--- src/rtl/sys_array_pkg.sv ---
// Shared definitions for the 4x4 fixed-point systolic array and its feeder.
package sys_array_pkg;

    localparam int N      = 4;
    localparam int DATA_W = 16;
    localparam int STEPS  = 2 * N - 1;

    // Q8.8 signed fixed-point operand
    typedef logic signed [DATA_W-1:0] q8_8_t;

    typedef enum logic [2:0] {
        IDLE,
        CLEAR,
        STREAM,
        DRAIN,
        DONE
    } state_t;

endpackage

--- src/rtl/systolic_feeder_bank.sv ---
// Operand bank for the systolic feeder: matrices A (sel=0) and B (sel=1),
// 16 entries each, one write port and PORTS combinational read ports.
// FEEDER_PINGPONG_EN: writes land in a shadow copy that is transferred to the
// active copy on load; reads always come from the active copy.
module systolic_feeder_bank
    import sys_array_pkg::*;
#(
    parameter int PORTS = 2 * N
) (
    input  logic              clk,
    input  logic              rst,
    input  logic              wr_en,
    input  logic              wr_sel,
    input  logic [3:0]        wr_addr,
    input  logic [DATA_W-1:0] wr_data,
`ifdef FEEDER_PINGPONG_EN
    input  logic              load,
`endif
    input  logic              rd_sel  [PORTS],
    input  logic [1:0]        rd_row  [PORTS],
    input  logic [1:0]        rd_col  [PORTS],
    output logic [DATA_W-1:0] rd_data [PORTS]
);

    q8_8_t active [2][16];

`ifdef FEEDER_PINGPONG_EN
    q8_8_t shadow [2][16];

    // Shadow takes every write; load copies shadow (with this cycle's write merged) into active.
    always_ff @(posedge clk or posedge rst) begin
        if (rst) begin
            for (int unsigned s = 0; s < 2; s++) begin
                for (int unsigned e = 0; e < 16; e++) begin
                    shadow[s][e] <= '0;
                    active[s][e] <= '0;
                end
            end
        end else begin
            if (wr_en) begin
                shadow[wr_sel][wr_addr] <= wr_data;
            end
            if (load) begin
                for (int unsigned s = 0; s < 2; s++) begin
                    for (int unsigned e = 0; e < 16; e++) begin
                        active[s][e] <= shadow[s][e];
                    end
                end
                if (wr_en) begin
                    active[wr_sel][wr_addr] <= wr_data;
                end
            end
        end
    end
`else
    // Single bank: accepted writes update the element on the next edge.
    always_ff @(posedge clk or posedge rst) begin
        if (rst) begin
            for (int unsigned s = 0; s < 2; s++) begin
                for (int unsigned e = 0; e < 16; e++) begin
                    active[s][e] <= '0;
                end
            end
        end else if (wr_en) begin
            active[wr_sel][wr_addr] <= wr_data;
        end
    end
`endif

    // Combinational read of element (row, col) of the selected matrix.
    always_comb begin
        for (int unsigned p = 0; p < PORTS; p++) begin
            rd_data[p] = active[rd_sel[p]][{rd_row[p], rd_col[p]}];
        end
    end

endmodule

--- src/rtl/systolic_feeder.sv ---
// Systolic array source: streams diagonally skewed A rows (west lanes) and
// B columns (north lanes) out of a local operand bank after a clear pulse.
// Optional feature macro: FEEDER_PINGPONG_EN (double-buffered bank, writes
// accepted while busy).
module systolic_feeder #(
    parameter int N            = sys_array_pkg::N,
    parameter int DATA_W       = sys_array_pkg::DATA_W,
    parameter int DRAIN_CYCLES = 4
) (
    input  logic              clk,
    input  logic              rst,
    input  logic              wr_en,
    input  logic              wr_sel,
    input  logic [3:0]        wr_addr,
    input  logic [DATA_W-1:0] wr_data,
    output logic              wr_err,
    input  logic              start,
    output logic              busy,
    output logic              arr_clr,
    output logic [DATA_W-1:0] inp_west0,
    output logic [DATA_W-1:0] inp_west1,
    output logic [DATA_W-1:0] inp_west2,
    output logic [DATA_W-1:0] inp_west3,
    output logic [DATA_W-1:0] inp_north0,
    output logic [DATA_W-1:0] inp_north1,
    output logic [DATA_W-1:0] inp_north2,
    output logic [DATA_W-1:0] inp_north3,
    output logic              done
);
    import sys_array_pkg::*;

    localparam int LANES   = 2 * N;
    localparam int DRAIN_W = (DRAIN_CYCLES > 1) ? $clog2(DRAIN_CYCLES) : 1;

    state_t             state, state_n;
    logic [2:0]         step, step_n;
    logic [DRAIN_W-1:0] drain, drain_n;

    logic busy_d, clr_d, done_d, wr_err_d, wr_accept, bank_load;

    logic              rd_sel  [LANES];
    logic [1:0]        rd_row  [LANES];
    logic [1:0]        rd_col  [LANES];
    logic [DATA_W-1:0] rd_data [LANES];
    logic [3:0]        lane_k  [N];
    logic              lane_ok [N];
    logic [DATA_W-1:0] west_d  [N];
    logic [DATA_W-1:0] north_d [N];
    logic [DATA_W-1:0] west_q  [N];
    logic [DATA_W-1:0] north_q [N];

    systolic_feeder_bank #(
        .PORTS(LANES)
    ) u_bank (
        .clk     (clk),
        .rst     (rst),
        .wr_en   (wr_accept),
        .wr_sel  (wr_sel),
        .wr_addr (wr_addr),
        .wr_data (wr_data),
`ifdef FEEDER_PINGPONG_EN
        .load    (bank_load),
`endif
        .rd_sel  (rd_sel),
        .rd_row  (rd_row),
        .rd_col  (rd_col),
        .rd_data (rd_data)
    );

    // State, stream step and drain counter registers.
    always_ff @(posedge clk or posedge rst) begin
        if (rst) begin
            state <= IDLE;
            step  <= '0;
            drain <= '0;
        end else begin
            state <= state_n;
            step  <= step_n;
            drain <= drain_n;
        end
    end

    // Next-state sequencing: IDLE -> CLEAR -> STREAM(0..STEPS-1) -> DRAIN -> DONE.
    always_comb begin
        state_n = state;
        step_n  = step;
        drain_n = drain;
        case (state)
            IDLE:   if (start) state_n = CLEAR;
            CLEAR: begin
                state_n = STREAM;
                step_n  = '0;
            end
            STREAM: begin
                if (step == 3'(STEPS - 1)) begin
                    state_n = (DRAIN_CYCLES == 0) ? DONE : DRAIN;
                    drain_n = '0;
                end else begin
                    step_n = step + 3'd1;
                end
            end
            DRAIN: begin
                if (drain == DRAIN_W'(DRAIN_CYCLES - 1)) state_n = DONE;
                else drain_n = drain + DRAIN_W'(1);
            end
            DONE:    state_n = IDLE;
            default: state_n = IDLE;
        endcase
    end

    // Output decode from the upcoming state so every output can be registered.
    always_comb begin
        busy_d    = (state_n != IDLE);
        clr_d     = (state_n == CLEAR);
        done_d    = (state_n == DONE);
        bank_load = (state == IDLE) && start;
`ifdef FEEDER_PINGPONG_EN
        wr_accept = wr_en;
        wr_err_d  = 1'b0;
`else
        wr_accept = wr_en && (state == IDLE);
        wr_err_d  = wr_en && (state != IDLE);
`endif
    end

    // Skew addressing: west lane i reads A[i][t-i], north lane j reads B[t-j][j].
    always_comb begin
        for (int unsigned i = 0; i < N; i++) begin
            lane_k[i]    = {1'b0, step_n} - 4'(i);
            lane_ok[i]   = (state_n == STREAM) && ({1'b0, step_n} >= 4'(i)) && (lane_k[i] < 4'(N));
            rd_sel[i]    = 1'b0;
            rd_row[i]    = 2'(i);
            rd_col[i]    = lane_k[i][1:0];
            rd_sel[N+i]  = 1'b1;
            rd_row[N+i]  = lane_k[i][1:0];
            rd_col[N+i]  = 2'(i);
        end
    end

    // Lane muxes: pass bank data when the skewed index is in range, else zero.
    always_comb begin
        for (int unsigned i = 0; i < N; i++) begin
            west_d[i]  = lane_ok[i] ? rd_data[i]   : '0;
            north_d[i] = lane_ok[i] ? rd_data[N+i] : '0;
        end
    end

    // Output registers.
    always_ff @(posedge clk or posedge rst) begin
        if (rst) begin
            busy    <= 1'b0;
            arr_clr <= 1'b0;
            done    <= 1'b0;
            wr_err  <= 1'b0;
            for (int unsigned i = 0; i < N; i++) begin
                west_q[i]  <= '0;
                north_q[i] <= '0;
            end
        end else begin
            busy    <= busy_d;
            arr_clr <= clr_d;
            done    <= done_d;
            wr_err  <= wr_err_d;
            for (int unsigned i = 0; i < N; i++) begin
                west_q[i]  <= west_d[i];
                north_q[i] <= north_d[i];
            end
        end
    end

    assign inp_west0  = west_q[0];
    assign inp_west1  = west_q[1];
    assign inp_west2  = west_q[2];
    assign inp_west3  = west_q[3];
    assign inp_north0 = north_q[0];
    assign inp_north1 = north_q[1];
    assign inp_north2 = north_q[2];
    assign inp_north3 = north_q[3];

endmodule

--- config.mk ---
export PLATFORM = sky130hd
export DESIGN_NAME = systolic_feeder
export DESIGN_NICKNAME = d
export VERILOG_FILES = /design/src/rtl/sys_array_pkg.sv /design/src/rtl/systolic_feeder_bank.sv /design/src/rtl/systolic_feeder.sv
export SDC_FILE = /design/constraint.sdc
export NUM_CORES = 1
export LEC_CHECK = 0
export CAP_MARGIN = 20
export CORE_MARGIN = 4
export CORE_UTILIZATION = 52
export CTS_BUF_LIST = sky130_fd_sc_hd__clkbuf_4
export CTS_CLUSTER_SIZE = 12
export DETAILED_ROUTE_END_ITERATION = 10
export PLACE_DENSITY_LB_ADDON = 0.08
export SKIP_CTS_REPAIR_TIMING = 1
export SLEW_MARGIN = 20
export SYNTH_ARGS = -nofsm -noshare
export SYNTH_HDL_FRONTEND = slang
export SYNTH_SLANG_ARGS = --single-unit
--- constraint.sdc ---
create_clock -name clk -period 61.1 [get_ports clk]
set_clock_uncertainty 0.15 [all_clocks]
set_input_delay 9.165 -clock clk [delete_from_list [all_inputs] [get_ports clk]]
set_output_delay 9.165 -clock clk [all_outputs]
set_load 0.05 [all_outputs]
==> Yosys cells after proc, flatten, opt, wreduce, memory -nomap -nowiden <==
Index checks and enable logic that the tools add are counted.
{ "op_classes": {"reduce_logical": 16, "n_eq_ne": 10, "bitwise": 10, "order_cmp": 19, "n_mux": 46, "n_addsub": 5} }
{ "op_table": {"columns": ["operator", "n"], "rows": [
  ["$bmux W16 S4", 8],
  ["$bwmux W512", 1],
  ["$mux W16", 25],
  ["$demux W256 S1", 1],
  ["$mux W256", 1],
  ["$demux W16 S4", 1],
  ["$ge A5 B5 Y1 const B", 9],
  ["$not A4 Y5", 7],
  ["$lt A4 B3 Y1 const B", 3],
  ["$mux W3", 4],
  ["$pmux W3 S4", 1],
  ["$logic_and A1 B1 Y1", 11],
  ["$eq A3 B2 Y1 const B", 3],
  ["$sub A3 B2 Y4 const B", 2],
  ["$eq A3 B1 Y1 const B", 2],
  ["$eq A3 B3 Y1 const B", 2],
  ["$ge A3 B2 Y1 const B", 2],
  ["$pmux W3 S2", 1],
  ["$reduce_bool A3 Y1", 2],
  ["$lt A5 B1 Y1 const B", 1],
  ["$not A2 Y5", 1],
  ["$not A3 Y5", 1],
  ["$mux W2", 2],
  ["$ne A2 B2 Y1 const B", 2],
  ["13 further kinds", 13]
]} }
{ "word_totals": {"reg_bits": 652, "in_bits": 25, "out_inout_bits": 132, "wordCells": 153} }

==> Depth between registers and ports, before layout <==
{ "logic_depth": {"depth_word": 9, "depth_mapped": 15, "mapped_depth_nobuf": 11} }

==> By module <==
A second synthesis with hierarchy kept.
{ "hier_totals": {"hier_cells": 6590, "hier_area_um2": 61146.1} }
{ "modules_own_cells": {"columns": ["module", "n_inst", "area_each_um2", "seq_area_each_um2", "cells_each"], "rows": [
  ["systolic_feeder_bank", 1, 56245.2, 12812.3, 6233],
  ["systolic_feeder", 1, 4901.0, 3503.4, 357]
]} }

==> Least setup slack after synthesis <==
OpenSTA, ideal clock, no wires.
{ "synth_path": {"kind": "in2reg", "startpoint": "input wr_addr[2]", "endpoint": "register u_bank.active[256] in the netlist's numbering", "setup_ns": 0.125, "path_stages": 5, "path_buffers": 2, "t_required_ns": 60.825, "t_arrival_ns": 10.476, "setup_slack_ns": 50.350, "path_cell_list": "buf_2 > nand2_1 > nor2_2 > buf_4 > mux2_2"} }
{ "synth_via": {"elab_chain_len": 8, "word_cells_on_any_way": 9, "cone_classes": "order compare (2); mux (5); bitwise (1); reduce/logical (1)"} }
{ "synth_rtl": {"columns": ["item", "line_no", "source"], "rows": [
  ["start, declared", "systolic_feeder.sv:14", "input logic [3:0] wr_addr,"],
  ["$not A4 Y5 (not written as such) (*)", "systolic_feeder_bank.sv:65", "active[wr_sel][wr_addr] <= wr_data;"],
  ["$ge A5 B5 Y1 (not written as such) or $lt A5 B1 Y1 (tied branches)", "systolic_feeder_bank.sv:65", null],
  ["$logic_and A1 B1 Y1 (not written as such)", "systolic_feeder_bank.sv:65", null],
  ["$mux W16 (not written as such)", "systolic_feeder_bank.sv:65", null],
  ["$demux W16 S4 (*)", "systolic_feeder_bank.sv:65", null],
  ["$mux W256 (not written as such) (*)", "systolic_feeder_bank.sv:65", null],
  ["$demux W256 S1 (*)", "systolic_feeder_bank.sv:65", null],
  ["$bwmux W512 (*)", "systolic_feeder_bank.sv:65", null],
  ["end signal, assigned by index", "systolic_feeder_bank.sv:65", null],
  ["end, declared", "systolic_feeder_bank.sv:25", "q8_8_t active [2][16];"]
]} }
Mark *: on every way between the ends. The rest lies on a longest branch, timed or not.
A chain may end at the register's enable or synchronous reset.

==> Worst setup path after layout <==
{ "layout_path": {"startpoint": "register west_q, in the netlist inp_west0[13]", "endpoint": "output inp_west0[13]"} }
{ "layout_rtl": {"columns": ["item", "line_no", "source"], "rows": [
  ["start, declared", "systolic_feeder.sv:49", "logic [DATA_W-1:0] west_q [N];"],
  ["start signal, assigned by index", "systolic_feeder.sv:165", "west_q[i] <= west_d[i];"],
  ["end, declared", "systolic_feeder.sv:20", "output logic [DATA_W-1:0] inp_west0,"]
]} }
No word-level cell between the ends.

==> results.cfg <==
[route]
vias_per_cell = 5.75
dr.pass1.iters = 4
initialDrtViolationCount = 1110
route.detailed.drc = 0
drt-total-wl_mm = 66.9
num_vias = 16700
postRouteAntennaNets = 0
wl_per_cell_um = 23.1

[critical_path]
max_stage_delay_ns = 0.84
rr_worst_depth = 11
cp_max_fo = 1
arrival_ns = 2.23
cp.buffers_inverters = 1
path_delay_family = buffers and inverters
end_kind = primary output
ff2ff_setup_slack_ns = 55.68
crit_path_start_kind = flop
crit_chain = clkdlybuf4s50_1
path_class = flop to primary output
crit_slowest_cell = clkdlybuf4s50_1
r2r-end = inp_north1[15]$_DFF_PP0_
required_ns = 51.78
rr_startpoint = step[0]$_DFF_PP0_

[floorplanning]
fp.dieArea_um2 = 56700
die_w_um = 238
rows = 84
core_um2 = 52400
start_util = 0.525
die_h_um = 238
io_pins = 157

[timing]
slew_viol_final = 0
fin_crit_ns = 11.54
finalCritPeriodShare = 0.189
worstMarginPinSlew_ns = 1.14
max_freq_mhz = 86.7
fin_setup_tns_ns = 0
hold_viol_final = 0
timing.final.ws_setup_ns = 49.56
grt_setup_unrepaired = false
finalSetupViolCount = 0
relSlewSlack = 0.240

[synth]
async_flop_share = 1.00
synthCells = 1898
yosysSeqAreaShare = 0.593
synth_seq_cells = 652
ys_types = 56
synth_warnings = 0
ys.flop_type = dfrtp_1
synth_edf_count = 0
syn_area_um2 = 27500
synth.avg_cell_area_um2 = 14.5
syn-num-nets = 1933

[final_layout]
seqCellArea_um2 = 16300
nets = 2124
fin_cells = 2899
drive_gt1_frac = 0.417
area_growth_syn_to_layout_pct = 14.6
multi_input_area_um2 = 10400
final_util = 0.601
n_fill_cell = 4146
final_area_um2 = 31500

[clocking]
clock_sink_count = 652
cts_max_path_buffers = 3
worstSkewPairLatency_ns = 0.97
clockRootBuffer = clkbuf_4
cts_buffers = 170
htreeDepth = 4
clk_pin_slew_ns = 0.06
cts_tree = done

[worst_hold_path]
hold_depth = 1
hp-class = flop to flop
hp-start = u_bank.active[289]$_DFFE_PP0P_
hold_path_end = u_bank.active[289]$_DFFE_PP0P_

[global_routing]
track_usage = 0.242
antenna_found_initial = 4
grt_max_degree = 188
grt_pass1_wl_mm = 105
grt_pass1_vias = 17800
overflow = 0

[power_and_ir_drop]
p_per_area_nw_per_um2 = 45.1
pwr-share-seq = 0.362
switching_share = 0.393
vdd_drop_max_mv = 0.0510
combPwrFrac = 0.384
leakage_nw = 15.2
intPower_mw = 0.865
p_clk_frac = 0.254
switchingPower_mw = 0.559

[run_status]
status = finished, final reports clean

[placed_design]
dp.cells = 2602
io_buffers = 156
place_area_um2 = 29400
gp_congestion = 0.750
hpwl_mm = 37.6
place_ws_ns = 48.55

[flow_run]
drv_cap = 0
## how the worst max path moves through the flow
stage                            startpoint                             end  cells after the start
global placement                        rst  u_bank.active[118]$_DFFE_PP0P_                      4
floorplan                               rst               arr_clr$_DFF_PP0_                      1
global route                            rst         inp_north0[5]$_DFF_PP0_                      4
CTS                 inp_west0[13]$_DFF_PP0_                   inp_west0[13]                      1
detailed placement                      rst  u_bank.active[182]$_DFFE_PP0P_                      4
finish              inp_west0[13]$_DFF_PP0_                   inp_west0[13]                      1
## power groups by stage
stage / clock network (mW) / registers (mW) / logic [mW]
2_1_floorplan: 0 / 0.549 / 0.354
3_3_place_gp: 0 / 0.520 / 0.549
3_5_place_dp: 0 / 0.523 / 0.553
4_1_cts: 0.375 / 0.516 / 0.555
5_1_grt: 0.400 / 0.522 / 0.583
6_report: 0.362 / 0.516 / 0.546
## cell families after synthesis
kind of cell | after synthesis | share of synthesized area
adder cells (fa/ha/maj) | 10 | 0.00455
multiplexers | 577 | 0.262
AND/OR/NAND/NOR | 333 | 0.0671
flip-flops | 652 | 0.593
AO/OA/AOI/OAI | 150 | 0.0437
buffers and inverters | 176 | 0.0297
## registers in the layout, summed over array words and instances (netlist names)
name / cells
u_bank.active: 512
inp_north0: 16
inp_north1: 16
inp_north2: 16
inp_north3: 16
inp_west0: 16
inp_west1: 16
inp_west2: 16
inp_west3: 16
state: 3
step: 3
drain: 2
arr_clr: 1
busy: 1
done: 1
wr_err: 1
## cells in the final DEF, fill, tap and decap left out, drive strengths merged, types with 4 or more instances in the layout
master         Yosys  routed
clkbuf            98     249
a311oi            64      64
clkinv             0      28
nor3               8       8
inv               10      19
nor2b             67      67
mux2             512     512
diode              0       4
a211oi            64      64
nand3              9       9
ha                10      10
mux4              64      64
dfrtp            652     652
a21oi              4       4
clkdlybuf4s50      0     150
and3              64      64
nand2            150     150
buf               68      35
nor2              20      20
## routing by layer
metal / track usage / wire length (um)
met5: 0 / 0
met1: 0.327 / 29400
met2: 0.387 / 33000
met3: 0.0600 / 3190
met4: 0.0841 / 1280
## final cells by class
type	count	share of cell area
diodes	4	0.000317
clock buffers	249	0.0593
clock inverters	41	0.00627
inverters	10	0.00159
multi-input cells	1070	0.331
flip-flops and latches	652	0.517
well taps	688	0.0273
repair buffers	185	0.0571
## metrics by stage
step           power (mW)  hold slack, ns
2_1_floorplan       0.904           0.303
3_3_place_gp         1.07           0.318
3_5_place_dp         1.08           0.324
4_1_cts              1.45           0.338
5_1_grt              1.51           0.355
6_report             1.42           0.333
## cell usage after synthesis (2+ instances only)
library cell	count	share of area
nand4_1	2	0.00045
a21oi_1	3	0.00055
nor2_4	3	0.0012
inv_1	9	0.0012
nor2_2	9	0.0020
buf_1	9	0.0012
a211oi_1	64	0.017
nor2_1	8	0.0011
o22ai_1	2	0.00045
dfrtp_1	652	0.59
buf_4	13	0.0035
nand2_2	11	0.0025
ha_1	10	0.0045
nand2_1	139	0.019
mux2_2	510	0.21
nor3_1	2	0.00036
a311oi_1	64	0.020
nor3_2	2	0.00073
nor2b_1	67	0.015
clkbuf_1	98	0.013
a31oi_1	2	0.00045
and3_1	64	0.015
nand3_2	5	0.0018
nor3_4	4	0.0024
mux2_1	2	0.00082
nand3_1	3	0.00055
nand2b_1	3	0.00068
mux4_2	64	0.052
buf_6	8	0.0033
buf_2	38	0.0069
o21ai_0	3	0.00055
Note: power is estimated with default switching activity, not from simulation.
